==> src/rtl/yolo_pkg.sv <==
// rtl/yolo_pkg.sv - shared constants and state encoding for the YOLO post-processing stages
package yolo_pkg;

  localparam int ACC_W       = 32;
  localparam int LEAKY_SHIFT = 3;

  localparam logic [1:0] ST_ACC_ENC   = 2'd0;
  localparam logic [1:0] ST_BIAS_ENC  = 2'd1;
  localparam logic [1:0] ST_QUANT_ENC = 2'd2;
  localparam logic [1:0] ST_PUSH_ENC  = 2'd3;

  typedef enum logic [1:0] {
    ST_ACC   = ST_ACC_ENC,
    ST_BIAS  = ST_BIAS_ENC,
    ST_QUANT = ST_QUANT_ENC,
    ST_PUSH  = ST_PUSH_ENC
  } pp_state_e;

endpackage

==> src/rtl/pp_sync_fifo.sv <==
// rtl/pp_sync_fifo.sv - small synchronous FIFO with occupancy count and synchronous clear
module pp_sync_fifo #(
  parameter int WIDTH = 8,
  parameter int DEPTH = 4
) (
  input  logic                       clk,
  input  logic                       rst_n,
  input  logic                       clear,
  input  logic                       push,
  input  logic [WIDTH-1:0]           push_data,
  input  logic                       pop,
  output logic [WIDTH-1:0]           head_data,
  output logic                       not_empty,
  output logic [$clog2(DEPTH+1)-1:0] count
);

  localparam int CNT_W = $clog2(DEPTH + 1);
  localparam int PTR_W = $clog2(DEPTH);

  logic [WIDTH-1:0] mem_q [DEPTH];
  logic [WIDTH-1:0] mem_d [DEPTH];
  logic [PTR_W-1:0] wr_ptr_q, wr_ptr_d;
  logic [PTR_W-1:0] rd_ptr_q, rd_ptr_d;
  logic [CNT_W-1:0] count_q, count_d;
  logic             do_push, do_pop;

  assign do_push   = push && (count_q < CNT_W'(DEPTH));
  assign do_pop    = pop && (count_q != '0);
  assign head_data = mem_q[rd_ptr_q];
  assign not_empty = (count_q != '0);
  assign count     = count_q;

  always_comb begin
    mem_d    = mem_q;
    wr_ptr_d = wr_ptr_q;
    rd_ptr_d = rd_ptr_q;
    count_d  = count_q;
    if (do_push) begin
      mem_d[wr_ptr_q] = push_data;
      wr_ptr_d        = wr_ptr_q + PTR_W'(1);
    end
    if (do_pop) begin
      rd_ptr_d = rd_ptr_q + PTR_W'(1);
    end
    case ({do_push, do_pop})
      2'b10:   count_d = count_q + CNT_W'(1);
      2'b01:   count_d = count_q - CNT_W'(1);
      default: count_d = count_q;
    endcase
    // Storage is left as-is on clear; only the pointers define occupancy.
    if (clear) begin
      wr_ptr_d = '0;
      rd_ptr_d = '0;
      count_d  = '0;
    end
  end

  always_ff @(posedge clk or negedge rst_n) begin
    if (!rst_n) begin
      for (int i = 0; i < DEPTH; i++) mem_q[i] <= '0;
      wr_ptr_q <= '0;
      rd_ptr_q <= '0;
      count_q  <= '0;
    end else begin
      mem_q    <= mem_d;
      wr_ptr_q <= wr_ptr_d;
      rd_ptr_q <= rd_ptr_d;
      count_q  <= count_d;
    end
  end

endmodule

==> src/rtl/pe27_postproc.sv <==
// rtl/pe27_postproc.sv - accumulate MAC groups, add bias, leaky ReLU, requantize to int8, FIFO out
module pe27_postproc
  import yolo_pkg::*;
#(
  parameter int ACC_W      = yolo_pkg::ACC_W,
  parameter int FIFO_DEPTH = 4
) (
  input  logic        clk,
  input  logic        rst_n,
  input  logic        clear,
  input  logic        mac_done,
  input  logic [23:0] mac_out,
  output logic        in_ready,
  input  logic [7:0]  cfg_groups,
  input  logic [15:0] cfg_bias,
  input  logic [4:0]  cfg_shift,
  input  logic        cfg_leaky,
  output logic [7:0]  out_data,
  output logic        out_valid,
  input  logic        out_ready,
  output logic        err_drop
);

  localparam int CNT_W = $clog2(FIFO_DEPTH + 1);
  localparam logic signed [ACC_W-1:0] Q_MAX = 127;
  localparam logic signed [ACC_W-1:0] Q_MIN = -128;

  pp_state_e               state_q, state_d;
  logic signed [ACC_W-1:0] acc_q, acc_d;
  logic signed [ACC_W-1:0] pre_q, pre_d;
  logic [7:0]              grp_cnt_q, grp_cnt_d;
  logic [7:0]              groups_q, groups_d;
  logic [15:0]             bias_q, bias_d;
  logic [4:0]              shift_q, shift_d;
  logic                    leaky_q, leaky_d;
  logic [7:0]              q_q, q_d;
  logic                    err_drop_q, err_drop_d;

  logic                    accept, push, pop;
  logic [CNT_W-1:0]        fifo_count;
  logic [7:0]              eff_groups, last_grp;
  logic signed [ACC_W-1:0] sum_bias, round_bit, shifted;

  assign in_ready = (state_q == ST_ACC) && (fifo_count < CNT_W'(FIFO_DEPTH));
  assign accept   = mac_done && in_ready;
  assign push     = (state_q == ST_PUSH);
  assign pop      = out_valid && out_ready;
  assign err_drop = err_drop_q;

  // The first group of a pixel uses live config; later groups use the shadow copy.
  assign eff_groups = (grp_cnt_q == 8'd0) ? cfg_groups : groups_q;
  assign last_grp   = (eff_groups == 8'd0) ? 8'd0 : eff_groups - 8'd1;

  assign sum_bias  = acc_q + $signed({{(ACC_W-16){bias_q[15]}}, bias_q});
  assign round_bit = (shift_q == 5'd0) ? '0
                   : $signed({{(ACC_W-1){1'b0}}, 1'b1} << (shift_q - 5'd1));
  assign shifted   = (pre_q + round_bit) >>> shift_q;

  always_comb begin
    state_d    = state_q;
    acc_d      = acc_q;
    pre_d      = pre_q;
    grp_cnt_d  = grp_cnt_q;
    groups_d   = groups_q;
    bias_d     = bias_q;
    shift_d    = shift_q;
    leaky_d    = leaky_q;
    q_d        = q_q;
    err_drop_d = err_drop_q | (mac_done && !in_ready);
    case (state_q)
      ST_ACC: begin
        if (accept) begin
          acc_d     = acc_q + $signed({{(ACC_W-24){1'b0}}, mac_out});
          grp_cnt_d = grp_cnt_q + 8'd1;
          if (grp_cnt_q == 8'd0) begin
            groups_d = cfg_groups;
            bias_d   = cfg_bias;
            shift_d  = cfg_shift;
            leaky_d  = cfg_leaky;
          end
          if (grp_cnt_q == last_grp) state_d = ST_BIAS;
        end
      end
      ST_BIAS: begin
        pre_d   = (leaky_q && sum_bias[ACC_W-1]) ? (sum_bias >>> LEAKY_SHIFT) : sum_bias;
        state_d = ST_QUANT;
      end
      ST_QUANT: begin
        if (shifted > Q_MAX)      q_d = 8'h7F;
        else if (shifted < Q_MIN) q_d = 8'h80;
        else                      q_d = shifted[7:0];
        state_d = ST_PUSH;
      end
      ST_PUSH: begin
        acc_d     = '0;
        grp_cnt_d = 8'd0;
        state_d   = ST_ACC;
      end
      default: state_d = ST_ACC;
    endcase
    if (clear) begin
      state_d    = ST_ACC;
      acc_d      = '0;
      grp_cnt_d  = 8'd0;
      err_drop_d = 1'b0;
    end
  end

  always_ff @(posedge clk or negedge rst_n) begin
    if (!rst_n) begin
      state_q    <= ST_ACC;
      acc_q      <= '0;
      pre_q      <= '0;
      grp_cnt_q  <= 8'd0;
      groups_q   <= 8'd0;
      bias_q     <= 16'd0;
      shift_q    <= 5'd0;
      leaky_q    <= 1'b0;
      q_q        <= 8'd0;
      err_drop_q <= 1'b0;
    end else begin
      state_q    <= state_d;
      acc_q      <= acc_d;
      pre_q      <= pre_d;
      grp_cnt_q  <= grp_cnt_d;
      groups_q   <= groups_d;
      bias_q     <= bias_d;
      shift_q    <= shift_d;
      leaky_q    <= leaky_d;
      q_q        <= q_d;
      err_drop_q <= err_drop_d;
    end
  end

  pp_sync_fifo #(
    .WIDTH (8),
    .DEPTH (FIFO_DEPTH)
  ) u_fifo (
    .clk       (clk),
    .rst_n     (rst_n),
    .clear     (clear),
    .push      (push),
    .push_data (q_q),
    .pop       (pop),
    .head_data (out_data),
    .not_empty (out_valid),
    .count     (fifo_count)
  );

endmodule
==> config.mk <==
export PLATFORM = sky130hd
export DESIGN_NAME = pe27_postproc
export DESIGN_NICKNAME = d
export VERILOG_FILES = /design/src/rtl/yolo_pkg.sv /design/src/rtl/pp_sync_fifo.sv /design/src/rtl/pe27_postproc.sv
export SDC_FILE = /design/constraint.sdc
export NUM_CORES = 1
export LEC_CHECK = 0
export CAP_MARGIN = 30
export CELL_PAD_IN_SITES_DETAIL_PLACEMENT = 1
export CELL_PAD_IN_SITES_GLOBAL_PLACEMENT = 2
export CORE_UTILIZATION = 35
export CTS_CLUSTER_SIZE = 14
export DETAILED_ROUTE_END_ITERATION = 6
export GPL_ROUTABILITY_DRIVEN = 0
export HOLD_SLACK_MARGIN = 0.1
export PLACE_DENSITY_LB_ADDON = 0.1
export SYNTH_ARGS = -nofsm -noshare
export SYNTH_HDL_FRONTEND = slang
export SYNTH_SLANG_ARGS = --single-unit
==> constraint.sdc <==
create_clock -name clk -period 11.4 [get_ports clk]
set_input_delay 1.71 -clock clk [delete_from_list [all_inputs] [get_ports clk]]
set_output_delay 1.71 -clock clk [all_outputs]
set_load 0.005 [all_outputs]
==> impl_metrics.ini <==
[finish]
final_nets = 1884
drive_above_1_share_pct = 9.902
instances_no_fill = 2269
diodes = 0
syn2layout_area_growth_pct = 10.79
post-route-util_pct = 39.25
nFillCells = 4838

[placement]
io_buffer_count = 69
dp.cells = 2236
dp_hpwl_mm = 36.34

[power]
p_clk_share_pct = 12.6
leakage_nw = 6.794
peakVddDrop_mv = 0.1009
p_per_area_nw_per_um2 = 272.2
p_comb_share_pct = 68.4
intPower_w = 0.002092
p_sw_w = 0.002259
sequentialPowerShare_pct = 19.0
switching_share_pct = 51.92

[sta]
finalClockSkew_ns = 0.01346
rsz0062_at_grt = false
max_freq_mhz = 156.1
slew_headroom_pct = 38.71
min_period_over_period_pct = 56.19
setup_viol = 0
slew_viol_final = 0
hold_slack_ns = 0.4810
setup_tns_ns = 0
worstMarginPinSlew_ns = 0.9078
finalHoldViolCount = 0
finalCriticalPeriod_ns = 6.406

[floorplan]
die_h_um = 205.1
die-area_um2 = 42050
fp-row-count = 74
initial_core_util_pct = 35.42
die_w_um = 205.1
num_io_pins = 70
core_area_um2 = 40740

[outcome]
run_status = finished clean

[global_route]
grt_pass1_wl_mm = 75.83
antenna_found_initial = 0
grt_util_met3_pct = 3.038
use_met2_pct = 36.64
busiest_layer = met2
grt_pass1_vias = 13370
grt_start_max_net_pins = 71
use_met1_pct = 32.51
overflow = 0
grt_usage_pct = 22.89

[critical_path]
max_stage_delay_ns = 0.65
crit_chain = buf_4 -> clkinv_1 -> buf_4 -> nand2_1 -> nor2_1 -> ha_1 -> nand2_1 -> nor2_1 -> nand3_1 -> o21ai_1 -> xor2_1 -> mux2i_1 -> a211oi_1 -> mux2i_1 -> a211oi_1 -> a21oi_4 -> nor4b_2 -> a31oi_2 -> o221ai_1
critical_path.max_fanout = 39
worstSetupStartpointType = register
required_ns = 11.79
critPathKind = register to register
setup.worst_path.end_class = register
arrival_ns = 6.79
cp_slowest_cell = a211oi_1

[cts]
postCtsSetupRepairBufs = 0
root_buffer = clkbuf_16
tritoncts = yes
insertion_delay_ns = 0.47
cts_buffers = 17
ctsHoldBuffers = 0
h-tree-depth = 4
cts_buffer_depth = 2
cts.sinks = 152
cts-resized-gates = 0
clkTransAtPathRegs_ns = 0.08

[synthesis]
yosysUniqueCellTypes = 114
yosys-top-cells-area = dfrtp_1 26%, ha_1 8.4%, nand2_1 5.0%
ys_ff_latch = 152
netlist_instances = 1708
synth_warnings = 0
synth_seq_area_share_pct = 26.36
yosysMostFrequentCell = nand2_1
synth_area_um2 = 14430
yosys-top-cells-count = 194 x nand2_1, 157 x nor2_1, 152 x dfrtp_1
syn_area_per_cell_um2 = 8.449
synth_flop_cell = dfrtp_1
yosys.area.top_type_share_pct = 26.36
synth_edf_count = 0
syn-num-nets = 1868
synth_top_area_cell = dfrtp_1
async_reset_ff_share_pct = 100.0

[detailed_routing]
drc = 0
wl_per_cell_um = 20.74
first_pass_iters = 7
wl_mm = 47.07
via_count = 13200
drt_iter0_drc = 663
viasPerCell = 5.819
final_antenna_net_count = 0

[min_path]
hp-class = register to register

[job]
maxCapViolCount = 0
metal layers:
metal | routed length, um | vias to the layer above
met1 | 23470 | 6549
met2 | 21560 | 204
met3 | 1385 | 45
li1 | - | 6406
met4 | 648 | 0
met5 | 0 | -
path summary, 6_finish.rpt:
kind                                    endpoint  cells after the start  slack [ns]            start
worst max-delay path                      q_q[4]                     19        4.99       shift_q[0]
worst min-delay path             u_fifo.mem_q[0]                      2        0.48  u_fifo.mem_q[0]
worst max register to register            q_q[4]                     19        4.99       shift_q[0]
worst min register to register   u_fifo.mem_q[0]                      2        0.48  u_fifo.mem_q[0]
max in group asynchronous              acc_q[22]                      4        8.78            rst_n
min in group asynchronous       u_fifo.mem_q[22]                      1        1.15            rst_n
placed cells by master, fill, tap and decap left out, types with 35 or more instances in the layout:
cell / n
nand2_1: 194
clkdlybuf4s50_1: 68
mux2_2: 35
o21ai_0: 137
a21oi_1: 89
mux2i_1: 37
dfrtp_1: 152
xor2_1: 35
nor2_1: 156
inv_1: 57
nor3_1: 43
nand3_1: 51
xnor2_1: 43
ha_1: 96
state kept, by name, summed over array words and instances, names as in the netlist:
register,cells
u_fifo.count,3
shift_q,5
acc_q,32
state_q,2
q_q,8
leaky_q,1
bias_q,16
err_drop,1
u_fifo.mem_q,32
pre_q,32
u_fifo.wr_ptr_q,2
grp_cnt_q,8
groups_q,8
u_fifo.rd_ptr_q,2
final cells by class:
class	count	area, um2	area share (%)
flip-flops and latches	152	3804	23.79
inverters	58	217.7	1.362
multi-input cells	1406	9872	61.74
well taps	532	665.6	4.163
repair buffers	89	874.6	5.470
clock buffers	17	425.4	2.661
clock inverters	15	130.1	0.8138
metrics by stage:
stage                     total power [W]  setup WS [ns]  area [um2]
final                            0.004352          4.994       15990
after global placement           0.003752          5.094       15390
after CTS                        0.004352          4.973       15960
after floorplan                  0.003008          6.037       14430
after global routing             0.004671          4.528       15990
after detailed placement         0.003780          4.943       15410
worst max-delay path: cells and delay by family, from the launching register on:
| family | cells | cell delay (ns) |
|---|---|---|
| compound gates | 6 | 2.07 |
| simple gates | 6 | 1.75 |
| fa+ha+maj | 1 | 0.60 |
| buf+inv | 3 | 0.76 |
| flops | 1 | 0.32 |
| mux | 2 | 0.45 |
| xor+xnor | 1 | 0.36 |
cells by family after synthesis:
| kind of cell | after synthesis | synth area share, % |
|---|---|---|
| multiplexers | 92 | 8.531 |
| flip-flops | 152 | 26.36 |
| buffers and inverters | 150 | 5.428 |
| XOR/XNOR | 78 | 4.734 |
| adder cells (fa/ha/maj) | 101 | 8.965 |
| AND/OR/NAND/NOR | 602 | 20.19 |
| AO/OA/AOI/OAI | 533 | 25.79 |
power by group through the flow:
stage	clock, W	sequential [W]	combinational [W]
2_1_floorplan	0	0.000784	0.00222
3_3_place_gp	0	0.000836	0.00292
3_5_place_dp	0	0.000840	0.00294
4_1_cts	0.000565	0.000832	0.00296
5_1_grt	0.000585	0.000852	0.00323
6_report	0.000549	0.000828	0.00297
(Power assumes the default switching activity.)
